<file path="config.mk">
export PLATFORM = sky130hd
export DESIGN_NAME = multicycle_control_fsm_flat
export DESIGN_NICKNAME = d
export VERILOG_FILES = /design/src/rtl/multicycle_control_fsm_if.sv /design/src/rtl/multicycle_control_fsm.sv /design/src/flat_wrapper.sv
export SDC_FILE = /design/constraint.sdc
export NUM_CORES = 1
export LEC_CHECK = 0
export CAP_MARGIN = 20
export CORE_MARGIN = 2
export CORE_UTILIZATION = 45
export DETAILED_ROUTE_END_ITERATION = 16
export GPL_TIMING_DRIVEN = 1
export PLACE_DENSITY_LB_ADDON = 0.3
export SETUP_SLACK_MARGIN = 0.4
export SYNTH_ARGS = -nofsm -noshare
export SYNTH_HDL_FRONTEND = slang
export SYNTH_SLANG_ARGS = --single-unit
export TNS_END_PERCENT = 1
</file>
<file path="constraint.sdc">
create_clock -name clk -period 1.5 [get_ports clk]
set_input_delay 0.225 -clock clk [delete_from_list [all_inputs] [get_ports clk]]
set_output_delay 0.225 -clock clk [all_outputs]
set_load 0.005 [all_outputs]
</file>
<file path="src/rtl/multicycle_control_fsm_if.sv">
// Bundles the control FSM's instruction/flag inputs and datapath control outputs.
//   master : IR/flag/memory side; drives op, funct3, Zero, mem_ready and consumes controls
//   slave  : the control FSM; consumes op/funct3/Zero/mem_ready and drives controls
interface multicycle_control_fsm_if;
    logic [6:0] op;
    logic [2:0] funct3;
    logic       Zero;
    logic       mem_ready;
    logic       PCWrite;
    logic       AdrSrc;
    logic       MemWrite;
    logic       IRWrite;
    logic [1:0] ResultSrc;
    logic [1:0] ALUSrcA;
    logic [1:0] ALUSrcB;
    logic [1:0] ImmSrc;
    logic       RegWrite;
    logic [1:0] ALUOp;
    logic       instr_done;
    logic       illegal;
    logic       bus_err;
    logic [3:0] state_dbg;

    modport master (
        output op, funct3, Zero, mem_ready,
        input  PCWrite, AdrSrc, MemWrite, IRWrite, ResultSrc, ALUSrcA, ALUSrcB, ImmSrc,
        input  RegWrite, ALUOp, instr_done, illegal, bus_err, state_dbg
    );

    modport slave (
        input  op, funct3, Zero, mem_ready,
        output PCWrite, AdrSrc, MemWrite, IRWrite, ResultSrc, ALUSrcA, ALUSrcB, ImmSrc,
        output RegWrite, ALUOp, instr_done, illegal, bus_err, state_dbg
    );
endinterface

</file>
<file path="src/rtl/multicycle_control_fsm.sv">
// Multi-cycle RV32I control FSM: sequences Fetch/Decode/Execute/Memory/Writeback over a
// shared ALU and one memory port, with a ready handshake, wait timeout and trap state.
//   clk     : rising-edge clock
//   reset   : synchronous, active-high
//   ctrl_if : slave modport; op/funct3/Zero/mem_ready in, datapath controls and
//             instr_done/illegal/bus_err/state_dbg out
module multicycle_control_fsm #(
    parameter bit          MEM_HANDSHAKE = 1'b1,
    parameter int unsigned WAIT_LIMIT    = 15,
    parameter int unsigned CNT_W         = 8
) (
    input logic                     clk,
    input logic                     reset,
    multicycle_control_fsm_if.slave ctrl_if
);

    localparam logic [6:0] OpR    = 7'b0110011;
    localparam logic [6:0] OpI    = 7'b0010011;
    localparam logic [6:0] OpLw   = 7'b0000011;
    localparam logic [6:0] OpSw   = 7'b0100011;
    localparam logic [6:0] OpBr   = 7'b1100011;
    localparam logic [6:0] OpJal  = 7'b1101111;
    localparam logic [CNT_W-1:0] LastWait = CNT_W'(WAIT_LIMIT - 1);

    typedef enum logic [3:0] {
        StFetch  = 4'd0,
        StDecode = 4'd1,
        StMemAdr = 4'd2,
        StMemRd  = 4'd3,
        StMemWb  = 4'd4,
        StMemWr  = 4'd5,
        StExecR  = 4'd6,
        StExecI  = 4'd7,
        StAluWb  = 4'd8,
        StBranch = 4'd9,
        StJal    = 4'd10,
        StTrap   = 4'd11
    } state_e;

    state_e           r_state, w_state_d;
    logic [CNT_W-1:0] r_wait_cnt, w_wait_cnt_d;
    logic             r_illegal, r_bus_err;

    logic       w_ready, w_waiting, w_timeout, w_set_illegal;
    logic       w_pcw, w_adr, w_mw, w_irw, w_rw, w_done;
    logic [1:0] w_rs, w_sa, w_sb, w_aop, w_imm;

    // Without the handshake, memory is assumed to always complete in one cycle.
    assign w_ready = MEM_HANDSHAKE ? ctrl_if.mem_ready : 1'b1;

    always_ff @(posedge clk) begin
        if (reset) begin
            r_state    <= StFetch;
            r_wait_cnt <= '0;
            r_illegal  <= 1'b0;
            r_bus_err  <= 1'b0;
        end else begin
            r_state    <= w_state_d;
            r_wait_cnt <= w_wait_cnt_d;
            if (w_set_illegal) r_illegal <= 1'b1;
            if (w_timeout)     r_bus_err <= 1'b1;
        end
    end

    always_comb begin
        w_state_d     = r_state;
        w_waiting     = 1'b0;
        w_set_illegal = 1'b0;
        w_pcw         = 1'b0;
        w_adr         = 1'b0;
        w_mw          = 1'b0;
        w_irw         = 1'b0;
        w_rw          = 1'b0;
        w_done        = 1'b0;
        w_rs          = 2'b00;
        w_sa          = 2'b00;
        w_sb          = 2'b00;
        w_aop         = 2'b00;
        case (r_state)
            StFetch: begin
                w_waiting = 1'b1;
                w_sb      = 2'b10;
                w_rs      = 2'b10;
                w_irw     = w_ready;
                w_pcw     = w_ready;
                if (w_ready) w_state_d = StDecode;
            end
            StDecode: begin
                w_sa = 2'b01;
                w_sb = 2'b01;
                case (ctrl_if.op)
                    OpLw, OpSw: w_state_d = StMemAdr;
                    OpR:        w_state_d = StExecR;
                    OpI:        w_state_d = StExecI;
                    OpBr:       w_state_d = StBranch;
                    OpJal:      w_state_d = StJal;
                    default: begin
                        w_state_d     = StTrap;
                        w_set_illegal = 1'b1;
                    end
                endcase
            end
            StMemAdr: begin
                w_sa      = 2'b10;
                w_sb      = 2'b01;
                w_state_d = (ctrl_if.op == OpSw) ? StMemWr : StMemRd;
            end
            StMemRd: begin
                w_waiting = 1'b1;
                w_adr     = 1'b1;
                if (w_ready) w_state_d = StMemWb;
            end
            StMemWb: begin
                w_rs      = 2'b01;
                w_rw      = 1'b1;
                w_done    = 1'b1;
                w_state_d = StFetch;
            end
            StMemWr: begin
                w_waiting = 1'b1;
                w_adr     = 1'b1;
                w_mw      = 1'b1;
                w_done    = w_ready;
                if (w_ready) w_state_d = StFetch;
            end
            StExecR: begin
                w_sa      = 2'b10;
                w_aop     = 2'b10;
                w_state_d = StAluWb;
            end
            StExecI: begin
                w_sa      = 2'b10;
                w_sb      = 2'b01;
                w_aop     = 2'b10;
                w_state_d = StAluWb;
            end
            StAluWb: begin
                w_rw      = 1'b1;
                w_done    = 1'b1;
                w_state_d = StFetch;
            end
            StBranch: begin
                w_sa      = 2'b10;
                w_aop     = 2'b01;
                // funct3[0] flips the sense: beq takes on Zero, bne on !Zero.
                w_pcw     = ctrl_if.Zero ^ ctrl_if.funct3[0];
                w_done    = 1'b1;
                w_state_d = StFetch;
            end
            StJal: begin
                w_sa      = 2'b01;
                w_sb      = 2'b10;
                w_pcw     = 1'b1;
                w_state_d = StAluWb;
            end
            StTrap:  w_state_d = StTrap;
            default: w_state_d = StTrap;
        endcase
        // Timeout fires on the WAIT_LIMIT-th consecutive not-ready cycle; ready wins a tie.
        w_timeout = MEM_HANDSHAKE && w_waiting && !w_ready && (r_wait_cnt == LastWait);
        if (w_timeout) w_state_d = StTrap;
    end

    always_comb begin
        w_wait_cnt_d = '0;
        if (MEM_HANDSHAKE && w_waiting && !w_ready && (w_state_d == r_state)) begin
            w_wait_cnt_d = r_wait_cnt + CNT_W'(1);
        end
    end

    always_comb begin
        case (ctrl_if.op)
            OpSw:    w_imm = 2'b01;
            OpBr:    w_imm = 2'b10;
            OpJal:   w_imm = 2'b11;
            default: w_imm = 2'b00;
        endcase
    end

    // Strobes are suppressed during reset so an aborted instruction cannot write anything.
    assign ctrl_if.PCWrite    = w_pcw & ~reset;
    assign ctrl_if.MemWrite   = w_mw & ~reset;
    assign ctrl_if.IRWrite    = w_irw & ~reset;
    assign ctrl_if.RegWrite   = w_rw & ~reset;
    assign ctrl_if.instr_done = w_done & ~reset;
    assign ctrl_if.AdrSrc     = w_adr;
    assign ctrl_if.ResultSrc  = w_rs;
    assign ctrl_if.ALUSrcA    = w_sa;
    assign ctrl_if.ALUSrcB    = w_sb;
    assign ctrl_if.ALUOp      = w_aop;
    assign ctrl_if.ImmSrc     = w_imm;
    assign ctrl_if.illegal    = r_illegal;
    assign ctrl_if.bus_err    = r_bus_err;
    assign ctrl_if.state_dbg  = r_state;

endmodule

</file>
<file path="src/flat_wrapper.sv">
// flat-port wrapper written by rule: the top's interface ports become plain ports
module multicycle_control_fsm_flat 
#(
    parameter bit          MEM_HANDSHAKE = 1'b1,
    parameter int unsigned WAIT_LIMIT    = 15,
    parameter int unsigned CNT_W         = 8
)
  (clk, reset, ctrl_if_op, ctrl_if_funct3, ctrl_if_Zero, ctrl_if_mem_ready, ctrl_if_PCWrite, ctrl_if_AdrSrc, ctrl_if_MemWrite, ctrl_if_IRWrite, ctrl_if_ResultSrc, ctrl_if_ALUSrcA, ctrl_if_ALUSrcB, ctrl_if_ImmSrc, ctrl_if_RegWrite, ctrl_if_ALUOp, ctrl_if_instr_done, ctrl_if_illegal, ctrl_if_bus_err, ctrl_if_state_dbg);
  multicycle_control_fsm_if ctrl_if_i ();
  input logic clk;
  input logic reset;
  input wire logic [$bits(ctrl_if_i.op)-1:0] ctrl_if_op;
  input wire logic [$bits(ctrl_if_i.funct3)-1:0] ctrl_if_funct3;
  input wire logic [$bits(ctrl_if_i.Zero)-1:0] ctrl_if_Zero;
  input wire logic [$bits(ctrl_if_i.mem_ready)-1:0] ctrl_if_mem_ready;
  output wire logic [$bits(ctrl_if_i.PCWrite)-1:0] ctrl_if_PCWrite;
  output wire logic [$bits(ctrl_if_i.AdrSrc)-1:0] ctrl_if_AdrSrc;
  output wire logic [$bits(ctrl_if_i.MemWrite)-1:0] ctrl_if_MemWrite;
  output wire logic [$bits(ctrl_if_i.IRWrite)-1:0] ctrl_if_IRWrite;
  output wire logic [$bits(ctrl_if_i.ResultSrc)-1:0] ctrl_if_ResultSrc;
  output wire logic [$bits(ctrl_if_i.ALUSrcA)-1:0] ctrl_if_ALUSrcA;
  output wire logic [$bits(ctrl_if_i.ALUSrcB)-1:0] ctrl_if_ALUSrcB;
  output wire logic [$bits(ctrl_if_i.ImmSrc)-1:0] ctrl_if_ImmSrc;
  output wire logic [$bits(ctrl_if_i.RegWrite)-1:0] ctrl_if_RegWrite;
  output wire logic [$bits(ctrl_if_i.ALUOp)-1:0] ctrl_if_ALUOp;
  output wire logic [$bits(ctrl_if_i.instr_done)-1:0] ctrl_if_instr_done;
  output wire logic [$bits(ctrl_if_i.illegal)-1:0] ctrl_if_illegal;
  output wire logic [$bits(ctrl_if_i.bus_err)-1:0] ctrl_if_bus_err;
  output wire logic [$bits(ctrl_if_i.state_dbg)-1:0] ctrl_if_state_dbg;
  assign ctrl_if_i.op = ctrl_if_op;
  assign ctrl_if_i.funct3 = ctrl_if_funct3;
  assign ctrl_if_i.Zero = ctrl_if_Zero;
  assign ctrl_if_i.mem_ready = ctrl_if_mem_ready;
  assign ctrl_if_PCWrite = ctrl_if_i.PCWrite;
  assign ctrl_if_AdrSrc = ctrl_if_i.AdrSrc;
  assign ctrl_if_MemWrite = ctrl_if_i.MemWrite;
  assign ctrl_if_IRWrite = ctrl_if_i.IRWrite;
  assign ctrl_if_ResultSrc = ctrl_if_i.ResultSrc;
  assign ctrl_if_ALUSrcA = ctrl_if_i.ALUSrcA;
  assign ctrl_if_ALUSrcB = ctrl_if_i.ALUSrcB;
  assign ctrl_if_ImmSrc = ctrl_if_i.ImmSrc;
  assign ctrl_if_RegWrite = ctrl_if_i.RegWrite;
  assign ctrl_if_ALUOp = ctrl_if_i.ALUOp;
  assign ctrl_if_instr_done = ctrl_if_i.instr_done;
  assign ctrl_if_illegal = ctrl_if_i.illegal;
  assign ctrl_if_bus_err = ctrl_if_i.bus_err;
  assign ctrl_if_state_dbg = ctrl_if_i.state_dbg;
  multicycle_control_fsm #(.MEM_HANDSHAKE(MEM_HANDSHAKE), .WAIT_LIMIT(WAIT_LIMIT), .CNT_W(CNT_W)) u_core (.clk(clk), .reset(reset), .ctrl_if(ctrl_if_i));
endmodule
</file>
==> metrics.md, run 1 <==
| Metric | Value |
|---|---|
| Switching power | `~840 µW` |
| Period minus WS final | `1.73 ns` |
| Internal power | `between 1 and 1.5 mW` |
| Failing checks | `negative setup slack` |
| Die area | `0.00280 mm²` |
| CP arrival | `1.50 ns` |
| DR pass1 iterations | `5` |
| WL final | `4.55 mm` |
| Crit Path Category | `register to output pin` |
| CTS tree | `done` |
| Core box area | `approximately 0.0022 mm²` |
| Most common cell after layout, fill and taps aside | `buf_4` |
| Final worst slack | `-0.227 ns` |
| Worst VDD drop | `1.06 mV` |
| Clock network power share | `0.134` |
| Sequential area share after synthesis | `0.261` |
| Crit-path leading delay family | `flip-flops` |
| Switch share | `0.390` |
| CP peak stage delay | `between 0.4 and 0.5 ns` |
| Syn Area/Cell | `7.62 µm²` |
| Synth Warn # | `0` |
| Leakage power | `0.853 nW` |
| Tcrit/Tclk final | `1.15` |
| Share of cells above drive strength 1 | `0.474` |
| Post-synthesis cell area | `roughly 0.0011 mm²` |
| Most frequent cells in the layout | `31 x buf_4, 22 x nor2_1, 15 x buf_6, 9 x a21oi_1, 9 x dfxtp_1` |
| Iteration-0 DRC Markers | `80` |
| Comb pwr share | `0.638` |
| Final Max Slew Viols | `0` |
| Critical path buffers and inverters | `2` |
| Mapped Cells | `141` |
| Initial Util | `0.481` |
| Initial antenna violation count | `0` |
| Fin Clk Skew | `roughly 0.0014 ns` |
| Slowest-stage cell, CP | `dfxtp_4` |
| Max-cap viol count | `0` |
| Final Hold Fails | `0` |
| Grt ovf | `0` |
| Slew HR | `0.772` |
| Power Dens Cells | `1120 mW/mm²` |
| Slew of the pin with the lowest slew margin | `0.341 ns` |
| RSZ-0062 raised after global routing | `true` |
| Deepest clock path buffer count | `2` |
| #FFs+latches synth | `14` |
| Final Net Count | `228` |
| Sequential power share | `0.228` |
| Root Buffer | `clkbuf_4` |
| Number of global-route vias before repair | `1319` |
| Setup-failing EPs final | `22` |
| Vias/cell | `6.11` |
| Pre-CTS setup slack | `-0.446 ns` |
| WP data required | `1.27 ns` |
| Clock latency on the worst-skew pair | `approximately 0.30 ns` |
| WL/cell | `19.0 µm` |
| PortBufs | `33` |
| CP Launch Type | `register` |
| CTS buffer count | `3` |
| Placed insts | `around 230` |
| Post-route DRC violation count | `0` |
| Via count | `1461` |
| Yosys cell types | `41` |
| Largest net degree at the start of global routing | `11` |
| Max Fclk | `579 MHz` |
| Critical-path maximum fanout | `7` |
| Global-route wire length before repair | `6.13 mm` |
| Die Ht | `52.9 µm` |
| CTS hold repair buffers | `0` |
| Clk slew on worst S/H paths | `0.09 ns` |
| CP endpoint kind | `output pin` |
| ANT cells | `0` |
| Total GRT Usage | `0.304` |
| Num ports | `36` |
| Status | `complete, but fails checks` |
| HPWL after DPL | `between 2 and 3 mm` |
| Post-route insts no fill | `239` |
| Syn Nets | `around 160` |
| Hold Crit Class | `register to register` |
| Critical-path cell list | `buf_4 > mux2_4 > a22oi_2 > nor2_1 > buf_2` |
| Die Wd | `52.9 µm` |
| Clk sinks | `14` |
| Final ANT Viol Nets | `0` |
| CTS H-Tree Depth | `1` |
| Routability cong. | `0.861` |
| Row cnt | `17` |
| Fillcell total | `113` |
| P&R area growth vs syn | `78.1%` |
==> tightest hold or removal path, delay by kind of cell (launching register included) <==
kind / cells / cell delay (ns)
flip-flops: 1 / 0.33
AND/OR/NAND/NOR: 1 / 0.07
AO/OA/AOI/OAI: 1 / 0.04
==> logic make-up (layout without fill, tap and decap cells) <==
| group | count (synthesis) | after routing | share of synthesized area |
|---|---|---|---|
| DFF | 14 | 14 | 0.261 |
| buffers and inverters | 13 | 83 | 0.0605 |
| adders and majority gates | 2 | 2 | 0.0233 |
| xor gates and xnor gates | 11 | 11 | 0.0896 |
| and+or+nand+nor | 73 | 73 | 0.376 |
| AOI/OAI and AO/OA | 24 | 24 | 0.150 |
| muxes | 4 | 4 | 0.0396 |
==> power by group through the flow <==
stage,registers [mW],clock network (mW),logic [mW]
after CTS,0.478,0.280,1.18
after global placement,0.482,0,1.08
final,0.491,0.288,1.37
after detailed placement,0.482,0,1.13
after global routing,0.495,0.298,1.45
after floorplan,0.459,0,0.582
==> synth_stat cells, drive strengths merged <==
cell type / instances / area share
nor2: 25 / 0.087
dfxtp: 14 / 0.26
a21oi: 9 / 0.042
nor3: 9 / 0.047
buf: 8 / 0.043
nor2b: 8 / 0.047
nand2: 6 / 0.021
xnor2: 6 / 0.049
nand2b: 5 / 0.029
xor2: 5 / 0.041
and2: 4 / 0.023
nand3: 4 / 0.019
inv: 3 / 0.010
a21o: 2 / 0.014
a22oi: 2 / 0.014
a31oi: 2 / 0.012
clkbuf: 2 / 0.0070
ha: 2 / 0.023
mux2: 2 / 0.021
mux2i: 2 / 0.019
nand4: 2 / 0.012
nor4: 2 / 0.026
o21ai: 2 / 0.0093
a2bb2oi: 1 / 0.0082
and3: 1 / 0.0058
and3b: 1 / 0.0082
and4: 1 / 0.010
and4b: 1 / 0.0093
nand3b: 1 / 0.010
nor3b: 1 / 0.0070
nor4bb: 1 / 0.0093
o2111ai: 1 / 0.014
o211ai: 1 / 0.0070
o21a: 1 / 0.0070
o22ai: 1 / 0.0058
o32a: 1 / 0.0093
o32ai: 1 / 0.0082
or3: 1 / 0.0058
==> final cells by class <==
type | instances | area, µm² | share of cell area
well taps | 28 | 35.0 | 0.0183
repair buffers | 76 | 649 | 0.339
flip-flops and latches | 14 | 294 | 0.154
multi-input cells | 114 | 888 | 0.464
clock buffers | 4 | 36.3 | 0.0190
inverters | 3 | 11.3 | 0.00588
==> state kept, by name, summed over array words and instances (netlist names) <==
name,cells
u_core.ctrl_if.state_dbg,4
u_core.ctrl_if.illegal,1
u_core.r_wait_cnt,8
u_core.ctrl_if.bus_err,1
==> layer usage <==
layer | global-route usage | routed length (µm) | vias up
met5 | 0 | 0 | -
met4 | 0.124 | 247 | 0
met3 | 0.0508 | 402 | 31
met2 | 0.554 | 2320 | 106
met1 | 0.347 | 1580 | 692
li1 | - | - | 632
==> what timing repair did <==
action                     4_1_cts  5_1_grt
resized for setup               91       33
setup buffers                    7        2
setup endpoints to repair       36       36
pin swaps                        8        6
==> through the flow <==
step                total power, mW  TNS, ns  hold WS [ns]  area [µm²]   util
floorplan                      1.04        0         0.391        1130      -
global placement               1.57    -6.89         0.443        1670  0.748
detailed placement             1.61    -7.82         0.463        1670  0.748
CTS                            1.94    -2.00         0.477        1830  0.821
global route                   2.24    -2.75         0.512        1910  0.857
finish                         2.15    -1.84         0.478        1910  0.857
==> final timing paths <==
| path | slack, ns | end | cells after the start | from |
|---|---|---|---|---|
| setup / recovery | -0.23 | ctrl_if_PCWrite | 5 | u_core.ctrl_if.state_dbg[1] |
| hold reg to reg | 0.48 | u_core.ctrl_if.bus_err | 2 | u_core.ctrl_if.bus_err |
| hold / removal | 0.48 | u_core.ctrl_if.bus_err | 2 | u_core.ctrl_if.bus_err |
| setup reg to reg | 0 | u_core.ctrl_if.state_dbg[0] | 7 | u_core.ctrl_if.state_dbg[2] |
Power figures use the tool's default switching activity.
==> run 2: changes to the inputs <==
--- a/config.mk
+++ b/config.mk
@@ -5,9 +5,10 @@
 export SDC_FILE = /design/constraint.sdc
 export NUM_CORES = 1
 export LEC_CHECK = 0
+export ABC_AREA = 1
 export CAP_MARGIN = 20
 export CORE_MARGIN = 2
-export CORE_UTILIZATION = 45
+export CORE_UTILIZATION = 43
 export DETAILED_ROUTE_END_ITERATION = 16
 export GPL_TIMING_DRIVEN = 1
 export PLACE_DENSITY_LB_ADDON = 0.3
==> run 2 against run 1 <==
  * The flow still finishes with violations (negative setup slack)
  * Sequential cell count is the same
  * Die area shrank 7.4%
  * Critical endpoint is now ctrl_if_instr_done
  * Total power grew 22%
  * Synthesized cell count grew 7.1%
  * Via count shrank 2.0%
  * Combinational power grew 34%
==> metrics.md, run 2 <==
| Metric | Value |
|---|---|
| Worst Hold Path EP | `u_core.ctrl_if.illegal` |
| Worst-case reg-to-reg path depth | `12` |
| Via count | `1432` |
| Top FF cell, synth | `dfxtp_1` |
| Max reg flops | `8` |
| Critical-path maximum fanout | `4` |
| Post-synth EDFFs | `0` |
| CTS H-Tree Depth | `1` |
| Clock latency on the worst-skew pair | `0.29 ns` |
| Largest net degree at the start of global routing | `9` |
| Final core utilization | `0.887` |
| Power Dens Cells | `1460 mW/mm²` |
| WL/cell | `17.2 µm` |
| Post-DP Area | `between 0.0015 and 0.002 mm²` |
| Sequential area share after synthesis | `0.297` |
| Final worst slack | `-0.225 ns` |
| Largest area contributor in the netlist | `dfxtp_1` |
| Initial antenna violation count | `0` |
| Final Net Count | `246` |
| Fin area | `0.00179 mm²` |
| Leakage power | `0.944 nW` |
| Total GRT Usage | `0.370` |
| Die area | `~0.0026 mm²` |
| CP peak stage delay | `roughly 0.37 ns` |
| Max Fclk | `580 MHz` |
| Setup-failing EPs final | `24` |
| Global-route wire length before repair | `6.99 mm` |
| Iteration-0 DRC Markers | `87` |
| Num ports | `36` |
| Post-route insts no fill | `256` |
| HP Start | `u_core.ctrl_if.illegal` |
| Clk sinks | `14` |
| Failing checks | `negative setup slack` |
| FF-to-FF End | `u_core.r_wait_cnt[6]` |
| Row cnt | `16` |
| Root Buffer | `clkbuf_4` |
| Commonest cells in the netlist | `34 x nand2_1, 32 x nor2_1, 24 x inv_1, 14 x dfxtp_1, 10 x nand3_1` |
| Vias/cell | `5.59` |
| Final ANT Viol Nets | `0` |
| Most flops, register | `u_core.r_wait_cnt` |
| Share of cells above drive strength 1 | `0.493` |
| ANT cells | `0` |
| Hold Crit Class | `register to register` |
| Critical-path cell list | `buf_6 > nor2_4 > buf_6 > nand2_4 > inv_2 > nand2_1 > a31oi_1 > buf_2` |
| WP data required | `approximately 1.3 ns` |
| CP most frequent cell | `buf_6` |
| Reg2reg start | `u_core.ctrl_if.state_dbg[0]` |
| CP Launch Type | `register` |
| Fin Clk Skew | `roughly 0.0026 ns` |
| Routability cong. | `around 0.85` |
| Ys async rst share | `0` |
| Placed insts | `about 240` |
| HPWL after DPL | `~2.3 mm` |
| CP arrival | `approximately 1.5 ns` |
| Clk slew on worst S/H paths | `approximately 0.090 ns` |
| Share of the synthesized area in the top cell type | `0.297` |
| RSZ-0062 raised after global routing | `true` |
| P&R area growth vs syn | `89.8%` |
| Core box area | `0.00202 mm²` |
| Slew of the pin with the lowest slew margin | `roughly 0.40 ns` |
| Final setup TNS | `-2.89 ns` |
| CTS tree | `done` |
| Worst VDD drop | `1.49 mV` |
| Die Ht | `50.9 µm` |
| Crit Path Category | `register to output pin` |
| CP endpoint kind | `output pin` |
| Syn Nets | `between 150 and 200` |
| CTS buffer count | `3` |
| Number of global-route vias before repair | `1466` |
| CTS hold repair buffers | `0` |
| Tcrit/Tclk final | `1.15` |
| Final Max Slew Viols | `0` |
| DR pass1 iterations | `4` |
| Post-synthesis cell area | `945 µm²` |
| WL final | `4.41 mm` |
| Post-route DRC violation count | `0` |
| Most common cell after layout, fill and taps aside | `buf_4` |
| Hold Path Depth | `2` |
| Period minus WS final | `~1.7 ns` |
| Slew HR | `0.733` |
| Syn Area/Cell | `6.26 µm²` |
| PortBufs | `33` |
| Final Hold Fails | `0` |
| Synth Warn # | `0` |
| Mapped Cells | `151` |
| Status | `complete, but fails checks` |
| Yosys cell types | `21` |
| Slowest-stage cell, CP | `dfxtp_4` |
| #FFs+latches synth | `14` |
| Die Wd | `50.9 µm` |
| Most frequent cells in the layout | `28 x buf_4, 24 x nand2_1, 21 x nor2_1, 15 x inv_1, 15 x buf_6` |
| Max-cap viol count | `0` |
| Initial Util | `0.467` |
| R2R setup slack | `-0.14 ns` |
| Synth top area cells | `dfxtp_1 30%, nand2_1 14%, nor2_1 13%, inv_1 9.5%, nand3_1 5.3%` |
| Most frequent cell after synthesis | `nand2_1` |
| Deepest clock path buffer count | `2` |
| Grt ovf | `0` |
==> run 2: changes by cell type after synthesis, moves of 7 or more <==
cell     previous run  this run
nor2b_1             8         0
inv_1               3        24
buf_2               7         0
nand2_1             6        34
nor2_1             25        32
==> run 2: power by group <==
part / total (mW) / switching [mW] / internal (mW)
Combinational: 1.84 / 0.946 / 0.893
Sequential: 0.558 / 0.103 / 0.454
Clock: 0.229 / 0.132 / 0.0970
==> run 2: metrics by stage <==
stage | hold slack [ns] | power [mW] | setup WS (ns)
floorplan | 0.430 | 1.23 | 0.320
global placement | 0.438 | 2.00 | -0.320
detailed placement | 0.458 | 2.05 | -0.406
CTS | 0.460 | 2.46 | -0.147
global route | 0.490 | 2.76 | -0.282
finish | 0.459 | 2.63 | -0.225
==> run 2: metal layers <==
layer	part of all wire	track usage	up-vias
met1	0.37	0.380	638
met3	0.079	0.120	46
met2	0.47	0.632	113
li1	-	-	635
met4	0.084	0.266	0
met5	0	0	-
==> run 2: cell families after synthesis <==
logic type / count (synthesis) / share of synthesized area
and+or+nand+nor: 93 / 0.456
buffers and inverters: 25 / 0.0993
DFF: 14 / 0.297
AOI/OAI and AO/OA: 10 / 0.0570
xor gates and xnor gates: 7 / 0.0649
adders and majority gates: 2 / 0.0265
==> run 2: cell type report <==
cell class              instances  area (µm²)
clock buffers                   3        22.5
multi-input cells             112         712
well taps                      27        33.8
fillers                        94         229
inverters                      24        92.6
repair buffers                 75         632
flip-flops and latches         14         297
clock inverters                 1        3.75
==> run 2: worst max path at each step <==
stage / from / end / slack, ns
2_1_floorplan: u_core.ctrl_if.state_dbg[2] / u_core.r_wait_cnt[2] / 0.32
4_1_cts: u_core.ctrl_if.state_dbg[3] / ctrl_if_instr_done / -0.15
3_5_place_dp: ctrl_if_op[3] / ctrl_if_ImmSrc[0] / -0.41
5_1_grt: u_core.ctrl_if.state_dbg[3] / ctrl_if_instr_done / -0.28
3_3_place_gp: ctrl_if_mem_ready / ctrl_if_PCWrite / -0.32
6_report: u_core.ctrl_if.state_dbg[3] / ctrl_if_instr_done / -0.22
==> run 2: critical path, delay by kind of cell, from the launching register on <==
kind	cells	cell delay [ns]
compound gates	1	0.13
flops	1	0.37
simple gates	3	0.26
buf+inv	4	0.45
==> run 2: timing repair <==
item | 4_1_cts | 5_1_grt
pin swaps | 22 | 13
buffers inserted | 13 | 0
gates resized for setup | 108 | 17
setup endpoints to repair | 36 | 35
cloned | 0 | 0
